[config.mk]
export PLATFORM = sky130hd
export DESIGN_NAME = key_cmd_scheduler
export DESIGN_NICKNAME = d
export VERILOG_FILES = /design/src/rtl/key_cmd_pkg.sv /design/src/rtl/key_repeat.sv /design/src/rtl/key_cmd_scheduler.sv
export SDC_FILE = /design/constraint.sdc
export NUM_CORES = 1
export LEC_CHECK = 0
export ABC_AREA = 0
export CAP_MARGIN = 20
export CORE_ASPECT_RATIO = 0.6
export CORE_MARGIN = 2
export CORE_UTILIZATION = 30
export DETAILED_ROUTE_END_ITERATION = 6
export GPL_TIMING_DRIVEN = 0
export PLACE_DENSITY = 0.57
export SYNTH_ARGS = -nofsm -noshare
export SYNTH_HDL_FRONTEND = slang
export SYNTH_SLANG_ARGS = --single-unit
[constraint.sdc]
create_clock -name clk -period 4 [get_ports clk]
set_clock_uncertainty 0.2 [all_clocks]
set_input_delay 0.6 -clock clk [delete_from_list [all_inputs] [get_ports clk]]
set_output_delay 0.6 -clock clk [all_outputs]
set_load 0.01 [all_outputs]
[src/rtl/key_cmd_pkg.sv]
// Shared constants for the key command scheduler.
// Op codes, player IDs and the auto-repeat key mask.
package key_cmd_pkg;

  localparam logic [2:0] OP_LEFT   = 3'd0;
  localparam logic [2:0] OP_RIGHT  = 3'd1;
  localparam logic [2:0] OP_ROTATE = 3'd2;
  localparam logic [2:0] OP_CHANGE = 3'd3;
  localparam logic [2:0] OP_SPEED  = 3'd4;
  localparam logic [2:0] OP_DROP   = 3'd5;
  localparam logic [2:0] OP_ENTER  = 3'd6;
  localparam logic [2:0] OP_PAUSE  = 3'd7;

  localparam logic [1:0] PLY_P1  = 2'd0;
  localparam logic [1:0] PLY_P2  = 2'd1;
  localparam logic [1:0] PLY_SYS = 2'd2;

  localparam logic [5:0] REPEATABLE_MASK = 6'b010011;

  function automatic logic [2:0] lowest_op(input logic [5:0] v);
    lowest_op = '0;
    for (int i = 5; i >= 0; i--)
      if (v[i]) lowest_op = 3'(i);
  endfunction

endpackage

[src/rtl/key_repeat.sv]
// Per-key press edge detector with delayed auto-repeat.
// evt pulses on a press and on every auto-repeat fire.
module key_repeat #(
  parameter int DAS_DELAY = 16,
  parameter int DAS_RATE  = 4,
  parameter int CNT_W     = 6,
  parameter bit REPEAT_EN = 1'b1
) (
  input  logic clk,
  input  logic rst,
  input  logic tick,
  input  logic key,
  input  logic inhibit,
  output logic evt
);

  localparam logic [CNT_W-1:0] FIRE_AT = CNT_W'(DAS_DELAY - 1);
  localparam logic [CNT_W-1:0] RELOAD  = CNT_W'(DAS_DELAY - DAS_RATE);

  logic             prev;
  logic [CNT_W-1:0] cnt;
  logic             press;
  logic             held;
  logic             fire;

  assign press = key & ~prev;
  assign held  = key & prev;
  assign fire  = REPEAT_EN && held && !inhibit
              && tick && (cnt == FIRE_AT);
  assign evt   = press | fire;

  // prev tracks key even in reset so a held key never fires on release
  always_ff @(posedge clk) begin
    prev <= key;
    if (rst || !REPEAT_EN || !held || inhibit)
      cnt <= '0;
    else if (tick)
      cnt <= fire ? RELOAD : cnt + 1'b1;
  end

endmodule

[src/rtl/key_cmd_scheduler.sv]
// Key-to-command scheduler with DAS auto-repeat and round-robin issue.
// Optional SOCD_LAST_WIN_EN: last-pressed of LEFT/RIGHT wins repeat.
module key_cmd_scheduler
  import key_cmd_pkg::*;
#(
  parameter int DAS_DELAY = 16,
  parameter int DAS_RATE  = 4,
  parameter int CNT_W     = 6
) (
  input  logic       clk,
  input  logic       rst,
  input  logic       tick,
  input  logic [5:0] p1_keys,
  input  logic [5:0] p2_keys,
  input  logic [1:0] sys_keys,
  output logic       cmd_valid,
  input  logic       cmd_ready,
  output logic [1:0] cmd_player,
  output logic [2:0] cmd_op,
  output logic       cmd_drop
);

  logic [5:0] evt_p1, evt_p2;
  logic [1:0] evt_sys;
  logic [5:0] inh_p1, inh_p2;
  logic [5:0] pend_p1, pend_p2;
  logic [1:0] pend_sys;
  logic [5:0] gnt_p1, gnt_p2;
  logic [1:0] gnt_sys;
  logic       gnt_vld;
  logic [1:0] gnt_player;
  logic [2:0] gnt_op;
  logic       rr_p2;
  logic       slot_free;
  logic       pick_p1, pick_p2;

  for (genvar i = 0; i < 6; i++) begin : g_ply
    key_repeat #(
      .DAS_DELAY(DAS_DELAY), .DAS_RATE(DAS_RATE),
      .CNT_W(CNT_W), .REPEAT_EN(REPEATABLE_MASK[i])
    ) u_p1 (
      .clk(clk), .rst(rst), .tick(tick),
      .key(p1_keys[i]), .inhibit(inh_p1[i]),
      .evt(evt_p1[i])
    );
    key_repeat #(
      .DAS_DELAY(DAS_DELAY), .DAS_RATE(DAS_RATE),
      .CNT_W(CNT_W), .REPEAT_EN(REPEATABLE_MASK[i])
    ) u_p2 (
      .clk(clk), .rst(rst), .tick(tick),
      .key(p2_keys[i]), .inhibit(inh_p2[i]),
      .evt(evt_p2[i])
    );
  end

  for (genvar i = 0; i < 2; i++) begin : g_sys
    key_repeat #(
      .DAS_DELAY(DAS_DELAY), .DAS_RATE(DAS_RATE),
      .CNT_W(CNT_W), .REPEAT_EN(1'b0)
    ) u_sys (
      .clk(clk), .rst(rst), .tick(tick),
      .key(sys_keys[i]), .inhibit(1'b0),
      .evt(evt_sys[i])
    );
  end

`ifdef SOCD_LAST_WIN_EN
  logic [1:0] lr_prev_p1, lr_prev_p2;
  logic       last_r_p1, last_r_p2;
  logic       now_r_p1, now_r_p2;
  logic [1:0] rise_p1, rise_p2;

  assign rise_p1 = p1_keys[1:0] & ~lr_prev_p1;
  assign rise_p2 = p2_keys[1:0] & ~lr_prev_p2;

  // a fresh press takes effect in the same cycle it is seen
  always_comb begin
    now_r_p1 = last_r_p1;
    now_r_p2 = last_r_p2;
    if (rise_p1[1])      now_r_p1 = 1'b1;
    else if (rise_p1[0]) now_r_p1 = 1'b0;
    if (rise_p2[1])      now_r_p2 = 1'b1;
    else if (rise_p2[0]) now_r_p2 = 1'b0;
  end

  assign inh_p1 = {4'b0, p1_keys[0] & ~now_r_p1,
                   p1_keys[1] & now_r_p1};
  assign inh_p2 = {4'b0, p2_keys[0] & ~now_r_p2,
                   p2_keys[1] & now_r_p2};

  always_ff @(posedge clk) begin
    lr_prev_p1 <= p1_keys[1:0];
    lr_prev_p2 <= p2_keys[1:0];
    if (rst) begin
      last_r_p1 <= 1'b0;
      last_r_p2 <= 1'b0;
    end else begin
      last_r_p1 <= now_r_p1;
      last_r_p2 <= now_r_p2;
    end
  end
`else
  assign inh_p1 = '0;
  assign inh_p2 = '0;
`endif

  assign slot_free = !cmd_valid || cmd_ready;
  assign pick_p1 = (|pend_p1) && (!rr_p2 || !(|pend_p2));
  assign pick_p2 = (|pend_p2) && !pick_p1;

  always_comb begin
    gnt_p1     = '0;
    gnt_p2     = '0;
    gnt_sys    = '0;
    gnt_vld    = 1'b0;
    gnt_player = PLY_P1;
    gnt_op     = OP_LEFT;
    if (slot_free) begin
      if (pend_sys[1]) begin
        gnt_sys    = 2'b10;
        gnt_vld    = 1'b1;
        gnt_player = PLY_SYS;
        gnt_op     = OP_PAUSE;
      end else if (pend_sys[0]) begin
        gnt_sys    = 2'b01;
        gnt_vld    = 1'b1;
        gnt_player = PLY_SYS;
        gnt_op     = OP_ENTER;
      end else if (pick_p1) begin
        gnt_op     = lowest_op(pend_p1);
        gnt_p1     = 6'(1) << gnt_op;
        gnt_vld    = 1'b1;
        gnt_player = PLY_P1;
      end else if (pick_p2) begin
        gnt_op     = lowest_op(pend_p2);
        gnt_p2     = 6'(1) << gnt_op;
        gnt_vld    = 1'b1;
        gnt_player = PLY_P2;
      end
    end
  end

  always_ff @(posedge clk) begin
    if (rst) begin
      pend_p1    <= '0;
      pend_p2    <= '0;
      pend_sys   <= '0;
      rr_p2      <= 1'b0;
      cmd_valid  <= 1'b0;
      cmd_player <= PLY_P1;
      cmd_op     <= OP_LEFT;
      cmd_drop   <= 1'b0;
    end else begin
      // a new event on a key being granted survives the grant
      pend_p1  <= (pend_p1 & ~gnt_p1) | evt_p1;
      pend_p2  <= (pend_p2 & ~gnt_p2) | evt_p2;
      pend_sys <= (pend_sys & ~gnt_sys) | evt_sys;
      cmd_drop <= |{evt_p1 & pend_p1 & ~gnt_p1,
                    evt_p2 & pend_p2 & ~gnt_p2,
                    evt_sys & pend_sys & ~gnt_sys};
      if (slot_free) begin
        cmd_valid <= gnt_vld;
        if (gnt_vld) begin
          cmd_player <= gnt_player;
          cmd_op     <= gnt_op;
        end
      end
      if (gnt_vld && gnt_player == PLY_P1) rr_p2 <= 1'b1;
      if (gnt_vld && gnt_player == PLY_P2) rr_p2 <= 1'b0;
    end
  end

endmodule

# ---- Yosys cells after proc, flatten, opt, wreduce, memory -nomap -nowiden
# Index checks and enable logic that the tools add are counted.
dict set report word_totals {
  reg_bits 72
  in_bits 18
}
dict set report classes {
  add_sub_neg 6
  eq_ne 7
  n_shift 2
  n_mux 53
  bitwise_logic 55
  n_reduce_logical 40
}
# cell n
set ops {}
lappend ops {{$mux W6} 15}
lappend ops {{$mux W3} 25}
lappend ops {{$add A6 B1 Y6 const B} 6}
lappend ops {{$and A6 B6 Y6} 6}
lappend ops {{$eq A6 B4 Y1 const B} 6}
lappend ops {{$and A1 B1 Y1} 20}
lappend ops {{$logic_and A1 B1 Y1} 16}
lappend ops {{$not A1 Y1} 14}
lappend ops {{$reduce_or A14 Y1} 1}
lappend ops {{$not A6 Y6} 2}
lappend ops {{$or A6 B6 Y6} 2}
lappend ops {{$reduce_or A6 Y1} 2}
lappend ops {{$shl A1 B3 Y6 const A} 2}
lappend ops {{$logic_not A1 Y1} 10}
lappend ops {{$mux W2} 5}
lappend ops {{$logic_or A1 B1 Y1} 8}
lappend ops {{$mux W1} 8}
lappend ops {{$and A2 B2 Y2} 3}
lappend ops {{$or A1 B1 Y1} 6}
lappend ops {{$eq A2 B1 Y1 const B} 1}
lappend ops {{$logic_not A2 Y1} 1}
lappend ops {{$not A2 Y2} 1}
lappend ops {{$or A2 B2 Y2} 1}
lappend ops {{$reduce_and A2 Y1} 1}
lappend ops {{$reduce_or A2 Y1} 1}

# ---- Longest topological paths before layout
# Gate-level depths: netlist (run 1).
dict set report logic_depth {
  depth_word 20
  ltp_mapped 7
}

# ---- Modules after synthesis
# A second synthesis (run 1) with hierarchy kept.
dict set report hier_totals {
  cells_unflattened 390
  hier_area_um2 3583.4
}
# module instances cells_per_inst area_each_um2 seq_area_each_um2
set by_module_without_submodules {}
lappend by_module_without_submodules {{key_repeat (g_ply[0].u_p1 ...)} 6 37 346.6 140.1}
lappend by_module_without_submodules {key_cmd_scheduler 1 152 1233.7 440.4}
lappend by_module_without_submodules {{key_repeat (g_ply[2].u_p1 ...)} 8 2 33.8 20.0}

# ---- Least setup slack after synthesis (run 1)
# Ideal clock, no wire load.
dict set report synth_timing {
  path_type {input to register}
  start {input cmd_ready}
  end {register cmd_drop}
  setup_ns 0.138
  t_arrival_ns 1.816
  t_required_ns 3.662
  setup_slack_ns 1.847
  stages 6
  path_cell_list {nor2b_1 -> nor3_1 -> nand3b_1 -> a41o_1 -> a211oi_1 -> a41oi_2}
}
dict set report synth_between {
  elab_chain_len 5
  word_cells_on_any_way 11
  cone_classes {mux (3); bitwise (6); reduce/logical (2)}
}
# element line_no
set synth_rtl {}
lappend synth_rtl {{start, declared} key_cmd_scheduler.sv:17} ;# input logic cmd_ready,
lappend synth_rtl {{$logic_or A1 B1 Y1 *} key_cmd_scheduler.sv:107} ;# assign slot_free = !cmd_valid || cmd_ready;
lappend synth_rtl {{$mux W6 / $mux W2 (equally long branches)} key_cmd_scheduler.sv:118} ;# if (slot_free) begin
lappend synth_rtl {{$not A6 Y6 (tied with other cells)} key_cmd_scheduler.sv:158} ;# cmd_drop <= |{evt_p1 & pend_p1 & ~gnt_p1,
lappend synth_rtl {{$and A6 B6 Y6 (tied with other cells)} key_cmd_scheduler.sv:158}
lappend synth_rtl {{$reduce_or A14 Y1 *} key_cmd_scheduler.sv:158}
lappend synth_rtl {{end signal, assigned} key_cmd_scheduler.sv:158}
lappend synth_rtl {{end, declared} key_cmd_scheduler.sv:20} ;# output logic cmd_drop
# Every way passes the cells marked *; elsewhere a longest branch is shown, timed or not.
# A chain may end at the register's enable or synchronous reset.

# ---- Worst setup path in the final report (run 1)
# Ends and elaborated chain as after synthesis.

==> results of run 1 <==
-- layout by cell type (no fill, tap or decap), types with 2 or more instances in the layout --
cell type        netlist  routed
clkbuf_16              0       9
mux2i_1                7       7
o21ai_0               19      19
o31ai_1                4       4
and3b_1                2       2
nand2b_1              18      18
o22ai_1                2       2
o31a_1                 2       2
nor2_1                27      27
clkinv_2               0       2
a21oi_1               52      52
ha_1                   6       6
clkdlybuf4s50_1        0      22
a311oi_1               2       2
nor3_1                 9       9
inv_1                  8       8
nor2b_1                4       4
dfxtp_1               72      72
xor2_1                12      12
bufinv_16              0       3
a22oi_1                2       2
clkbuf_1               6       7
nand2_1               29      29
nand3_1                3       3
or3_1                  9       9
a211oi_1               3       3
nor3b_1                4       4
nand4_1               15      15
buf_1                  2       2
nand3b_1              13      13
-- final cells by class --
cell class                      instances  area, sq um
Buffer                                 10         42.5
Fill cell                            1027         6150
Multi-Input combinational cell        265         1630
Inverter                                8         30.0
Clock buffer                           10          229
Clock inverter                          6          108
Timing Repair Buffer                   22          220
Sequential cell                        72         1440
Tap cell                              135          169
-- synth_stat cells (all sizes together), types with 2 or more instances --
| library cell | count | share of area |
|---|---|---|
| ha | 6 | 0.024 |
| and3b | 2 | 0.0056 |
| nor2 | 27 | 0.032 |
| o22ai | 2 | 0.0040 |
| nand2b | 18 | 0.036 |
| nor4 | 2 | 0.0087 |
| dfxtp | 72 | 0.46 |
| a22oi | 2 | 0.0048 |
| mux2i | 7 | 0.022 |
| nand4 | 15 | 0.030 |
| clkbuf | 6 | 0.0072 |
| o21ai | 19 | 0.030 |
| a311oi | 2 | 0.0056 |
| o31ai | 5 | 0.016 |
| buf | 4 | 0.0064 |
| a211oi | 3 | 0.0072 |
| or3 | 9 | 0.018 |
| nor2b | 4 | 0.0079 |
| a21oi | 53 | 0.085 |
| nand3 | 3 | 0.0048 |
| xor2 | 12 | 0.033 |
| nand3b | 13 | 0.031 |
| inv | 8 | 0.0095 |
| nand2 | 30 | 0.037 |
| nor3 | 9 | 0.014 |
| nor3b | 4 | 0.0095 |
| o31a | 2 | 0.0056 |
-- flip-flops by register name, summed over array words and instances (netlist names) --
| register | cells |
|---|---|
| g_sys.u_sys.prev | 2 |
| cmd_player | 2 |
| pend_p1 | 6 |
| cmd_valid | 1 |
| g_ply.u_p2.cnt | 18 |
| g_ply.u_p1.prev | 6 |
| cmd_drop | 1 |
| g_ply.u_p1.cnt | 18 |
| pend_sys | 2 |
| g_ply.u_p2.prev | 6 |
| rr_p2 | 1 |
| cmd_op | 3 |
| pend_p2 | 6 |
-- cells by family (layout without fill, tap and decap cells) --
| logic type | count (synthesis) | count (layout) | share of synthesized area |
|---|---|---|---|
| and+or+nand+nor | 141 | 141 | 0.247 |
| AOI/OAI and AO/OA | 99 | 99 | 0.192 |
| DFF | 72 | 72 | 0.458 |
| buffers and inverters | 18 | 56 | 0.0231 |
| xor gates and xnor gates | 12 | 12 | 0.0334 |
| muxes | 7 | 7 | 0.0223 |
| adders and majority gates | 6 | 6 | 0.0238 |
-- power breakdown --
group | total (mW) | internal, mW | switching (mW)
Clock | 0.906 | 0.607 | 0.299
Sequential | 0.776 | 0.748 | 0.0282
Combinational | 0.195 | 0.0873 | 0.108
Total | 1.88 | 1.44 | 0.435
-- stage by stage --
stage               std cells  hold slack [ps]  power, mW   util
CTS                       528              279       1.90  0.387
detailed placement        512              271      0.984  0.353
finish                    528              272       1.88  0.387
global route              528              301       1.96  0.387
global placement          512              267      0.980  0.353
floorplan                 355              254      0.909      -
-- worst max-delay path: cells and delay by family --
kind                   cells  cell delay (ps)
AOI/OAI and AO/OA          3              710
buffers and inverters      1              470
and+or+nand+nor            3              890
-- final timing paths --
path	from	to	slack, ps	cells after the start
max	cmd_ready	cmd_drop$_SDFF_PP0_	1300	7
min	cmd_player[0]$_SDFFE_PP0P_	cmd_player[0]$_SDFFE_PP0P_	270	2
min reg2reg	cmd_player[0]$_SDFFE_PP0P_	cmd_player[0]$_SDFFE_PP0P_	270	2
max reg2reg	pend_p2[0]$_SDFF_PP0_	cmd_drop$_SDFF_PP0_	1550	6
-- per-layer routing --
layer,track usage,up-vias,routed length [um]
met3,0.0513,10,428
met1,0.209,1276,3930
met5,0,-,0
met2,0.188,49,2870
met4,0.0369,0,80
li1,-,1358,-
==> metrics.csv, run 1 <==
stage,metric,value,unit
status,status,"finished, final reports clean",
critical_path,crit_slowest_cell,nor3_1,
job,max-cap-violations,0,
synthesis,avgSynthCellArea,8.87,sq um
pwr,vdd_ir_drop_max,0.000222,V
critical_path,crit_path_max_incr_delay,550,ps
floorplan,die_x,136,um
cells_and_area,layout.nets,412,
global_routing,grt_pass1_wl,12500,um
min_path,min-delay-path-class,reg2reg,
cells_and_area,fin_area,3870,sq um
place,hpwl,5390,um
synthesis,synth-main-ff-cell,dfxtp_1,
synthesis,yosys_warnings,0,
sta,postLayoutSetupSlackWorst,1300,ps
critical_path,worstSetupPathType,in2reg,
cells_and_area,drive_gt1_frac,0.0636,
synthesis,syn-num-nets,379,
clock_tree,ctsHoldBuffers,0,
sta,final-max-slew-violation-count,0,
clock_tree,cts_tree,built,
drt,drt_first_pass_iters,4,
clock_tree,numCtsBuffers,9,
cells_and_area,areaGrowthSynthToFinish,23.1,%
place,gp_congestion,0.780,
floorplan,core_area,10000,sq um
clock_tree,clock_path_buffers,2,
critical_path,cp-end-kind,flip-flop,
global_routing,grt-ovfl-total,0,
drt,ant_nets,0,
sta,setup_violations,0,
pwr,power_leakage,1.38,nW
critical_path,crit_chain,clkdlybuf4s50_1 > nor2b_1 > nor3_1 > nand3b_1 > a41o_1 > a211oi_1 > a41oi_2,
pwr,power_density,484,nW/um^2
synthesis,syn_inst,355,
global_routing,grt_usage,0.141,
clock_tree,path_clk_slew,60,ps
sta,period_share,0.676,
floorplan,initial_utilization,0.314,
drt,drt_wl_total,7310,um
sta,fmaxAchievable,370,MHz
global_routing,grt_max_degree,13,
place,dp_slack,975,ps
critical_path,worstPathArrival,2680,ps
sta,hold_viol_final,0,
floorplan,io_pins,25,
drt,drc,0,
synthesis,yosysSeqAreaShare,0.458,
synthesis,async_reset_ff_frac,0,
global_routing,antenna_found_initial,0,
drt,wl_per_cell,13.8,um
sta,worst_slew_pin_slew,687,ps
drt,first_iter_violations,121,
synthesis,synth-edff-count,0,
sta,rsz0062_at_grt,no,
global_routing,grt_pass1_vias,2530,
place,portBuffers,22,
synthesis,ys_seq_elements,72,
synthesis,syn_area,3150,sq um
floorplan,die_h,83.3,um
critical_path,cp.required,3980,ps
clock_tree,clk_latency,330,ps
clock_tree,cts_max_level,3,
synthesis,ys_types,49,
clock_tree,cts_setup_buffers,0,
critical_path,crit_path_start_kind,input pin,
floorplan,dieArea,11400,sq um
cells_and_area,diodes,0,
clock_tree,post_cts_resized,0,
place,dpl_cell_area,3540,sq um
critical_path,cp_max_fo,6,
sta,maxSlewHeadroom,0.539,
clock_tree,cts.sinks,72,
drt,detailroute.via_count,2693,
clock_tree,root_buffer,clkbuf_16,
sta,setup_tns,0,ps
sta,min_period,2700,ps
floorplan,rows,28,
drt,vias_per_cell,5.10,
Power figures use the tool's default switching activity.
==> run 2, diff against run 1 <==
clock period = 2.7 ns   (was 4 ns; I/O delays follow)
==> metrics.csv, run 2 (synthesis results as in run 1) <==
stage,metric,value,unit,change
sta,rsz0062_at_grt,no,,unchanged
critical_path,worstSetupPathType,reg2reg,,was in2reg
cells_and_area,final_cell_mix,"72 x dfxtp_1, 52 x a21oi_1, 29 x nand2_1",,unchanged
cells_and_area,diodes,0,,unchanged
clock_tree,clk_latency,330,ps,about the same
job,max-cap-violations,0,,unchanged
global_routing,grt-ovfl-total,0,,unchanged
clock_tree,root_buffer,clkbuf_16,,unchanged
min_path,hp-start,cmd_player[0]$_SDFFE_PP0P_,,unchanged
min_path,hold_end,cmd_player[0]$_SDFFE_PP0P_,,unchanged
clock_tree,post_cts_resized,0,,unchanged
min_path,min_path_cells,2,,unchanged
drt,ant_nets,0,,unchanged
sta,postLayoutSetupSlackWorst,259,ps,was 1300 ps
sta,maxSlewHeadroom,0.582,,was 0.539
place,hpwl,5390,um,unchanged
clock_tree,cts_setup_buffers,0,,unchanged
cells_and_area,n_fill_cell,1028,,was 1027
drt,drt_wl_total,7290,um,was 7310 um
floorplan,core_area,10000,sq um,unchanged
place,dp_slack,-130,ps,was 975 ps
drt,first_iter_violations,132,,was 121
sta,final-max-slew-violation-count,0,,unchanged
drt,wl_per_cell,13.8,um,about the same
floorplan,io_pins,25,,unchanged
pwr,power_density,717,nW/um^2,was 484 nW/um^2
floorplan,die_x,136,um,unchanged
floorplan,die_h,83.3,um,unchanged
critical_path,reg2reg_depth,6,,unchanged
critical_path,rrSetupSlack,260,ps,was 1550 ps
clock_tree,ctsHoldBuffers,0,,unchanged
clock_tree,cts_max_level,3,,unchanged
place,gp_congestion,0.780,,unchanged
pwr,vdd_ir_drop_max,0.000329,V,was 0.000222 V
cells_and_area,layout_commonest_cell,dfxtp_1,,unchanged
critical_path,timing.rr.end,cmd_drop$_SDFF_PP0_,,unchanged
drt,top_layer_used,met4,,unchanged
floorplan,initial_utilization,0.314,,unchanged
floorplan,rows,28,,unchanged
sta,fmaxAchievable,410,MHz,
sta,setup_violations,0,,unchanged
cells_and_area,layout.nets,412,,unchanged
min_path,min-delay-path-class,reg2reg,,unchanged
drt,detailroute.via_count,2699,,was 2693
cells_and_area,areaGrowthSynthToFinish,23.2,%,was 23.1%
cells_and_area,drive_gt1_frac,0.0662,,was 0.0636
global_routing,grt_max_degree,13,,unchanged
critical_path,r2r-start,pend_p2[0]$_SDFF_PP0_,,unchanged
place,portBuffers,22,,unchanged
clock_tree,numCtsBuffers,9,,unchanged
critical_path,cp-end-kind,flip-flop,,unchanged
critical_path,cp_max_fo,8,,was 6
global_routing,grt_usage,0.141,,unchanged
place,dp_cells,512,,unchanged
global_routing,grt_pass1_wl,12500,um,unchanged
clock_tree,path_clk_slew,60,ps,about the same
clock_tree,cts_tree,built,,unchanged
drt,vias_per_cell,5.11,,was 5.10
sta,min_period,2440,ps,
critical_path,cp.required,2680,ps,was 3980 ps
cells_and_area,reg_top3,"g_ply.u_p1.cnt: 18 flops, g_ply.u_p2.cnt: 18 flops",,unchanged
drt,drt_first_pass_iters,4,,unchanged
global_routing,grt_pass1_vias,2530,,unchanged
clock_tree,cts.sinks,72,,unchanged
floorplan,dieArea,11400,sq um,unchanged
status,status,"finished, final reports clean",,unchanged
sta,period_share,0.904,,
sta,worst_slew_pin_slew,627,ps,was 687 ps
cells_and_area,final_cells,528,,unchanged
clock_tree,clock_path_buffers,2,,unchanged
drt,drc,0,,unchanged
global_routing,antenna_found_initial,0,,unchanged
drt,wl_met2,2880,um,was 2870 um
critical_path,crit_path_start_kind,flip-flop,,was input pin
critical_path,worstPathArrival,2420,ps,was 2680 ps
drt,wl_met3,437,um,was 428 um
sta,hold_viol_final,0,,unchanged
pwr,power_leakage,1.38,nW,about the same
drt,wl_met1,3900,um,was 3930 um
==> run 2: final cells by class <==
cell class / count / area [sq um] / area share
Timing Repair Buffer: 22 / 220 / 0.0568
Inverter: 8 / 30.0 / 0.00774
Clock buffer: 10 / 229 / 0.0590
Buffer: 10 / 42.5 / 0.0110
Multi-Input combinational cell: 265 / 1640 / 0.423
Sequential cell: 72 / 1440 / 0.372
Clock inverter: 6 / 108 / 0.0277
Tap cell: 135 / 169 / 0.0435
==> run 2: worst max-delay path by stage <==
stage               slack (ps)                  end                   from
finish                     260  cmd_drop$_SDFF_PP0_  pend_p2[0]$_SDFF_PP0_
global placement          -110  cmd_drop$_SDFF_PP0_              cmd_ready
global route                40  cmd_drop$_SDFF_PP0_  pend_p2[0]$_SDFF_PP0_
floorplan                  680  cmd_drop$_SDFF_PP0_  pend_p1[0]$_SDFF_PP0_
CTS                        220  cmd_drop$_SDFF_PP0_              cmd_ready
detailed placement        -130  cmd_drop$_SDFF_PP0_              cmd_ready
==> run 2: report_power, final <==
group	total (mW)	internal [mW]	switching, mW
clock	1.34	0.899	0.443
sequential	1.15	1.11	0.0419
combinational	0.289	0.130	0.159
total	2.78	2.14	0.643
==> run 2: stage by stage <==
step	power (mW)	instance area (sq um)	TNS (ps)	hold slack (ps)	utilization
finish	2.78	3880	0	272	0.387
global route	2.90	3880	0	301	0.387
CTS	2.81	3870	0	279	0.387
detailed placement	1.46	3540	-130	271	0.353
global placement	1.45	3540	-110	267	0.353
floorplan	1.35	3150	0	233	-
==> run 2: worst max-delay path, stage by stage, from the launching register on <==
cell,delay [ps]
dfxtp_1,390
o41ai_1,460
nand4_1,250
o21ai_0,420
o32ai_2,160
a211oi_1,240
a41oi_2,170
==> run 2: metal layers <==
metal	global-route usage	vias to the layer above
li1	-	1360
met1	0.209	1282
met2	0.188	46
met3	0.0513	11
met4	0.0369	0
met5	0	-
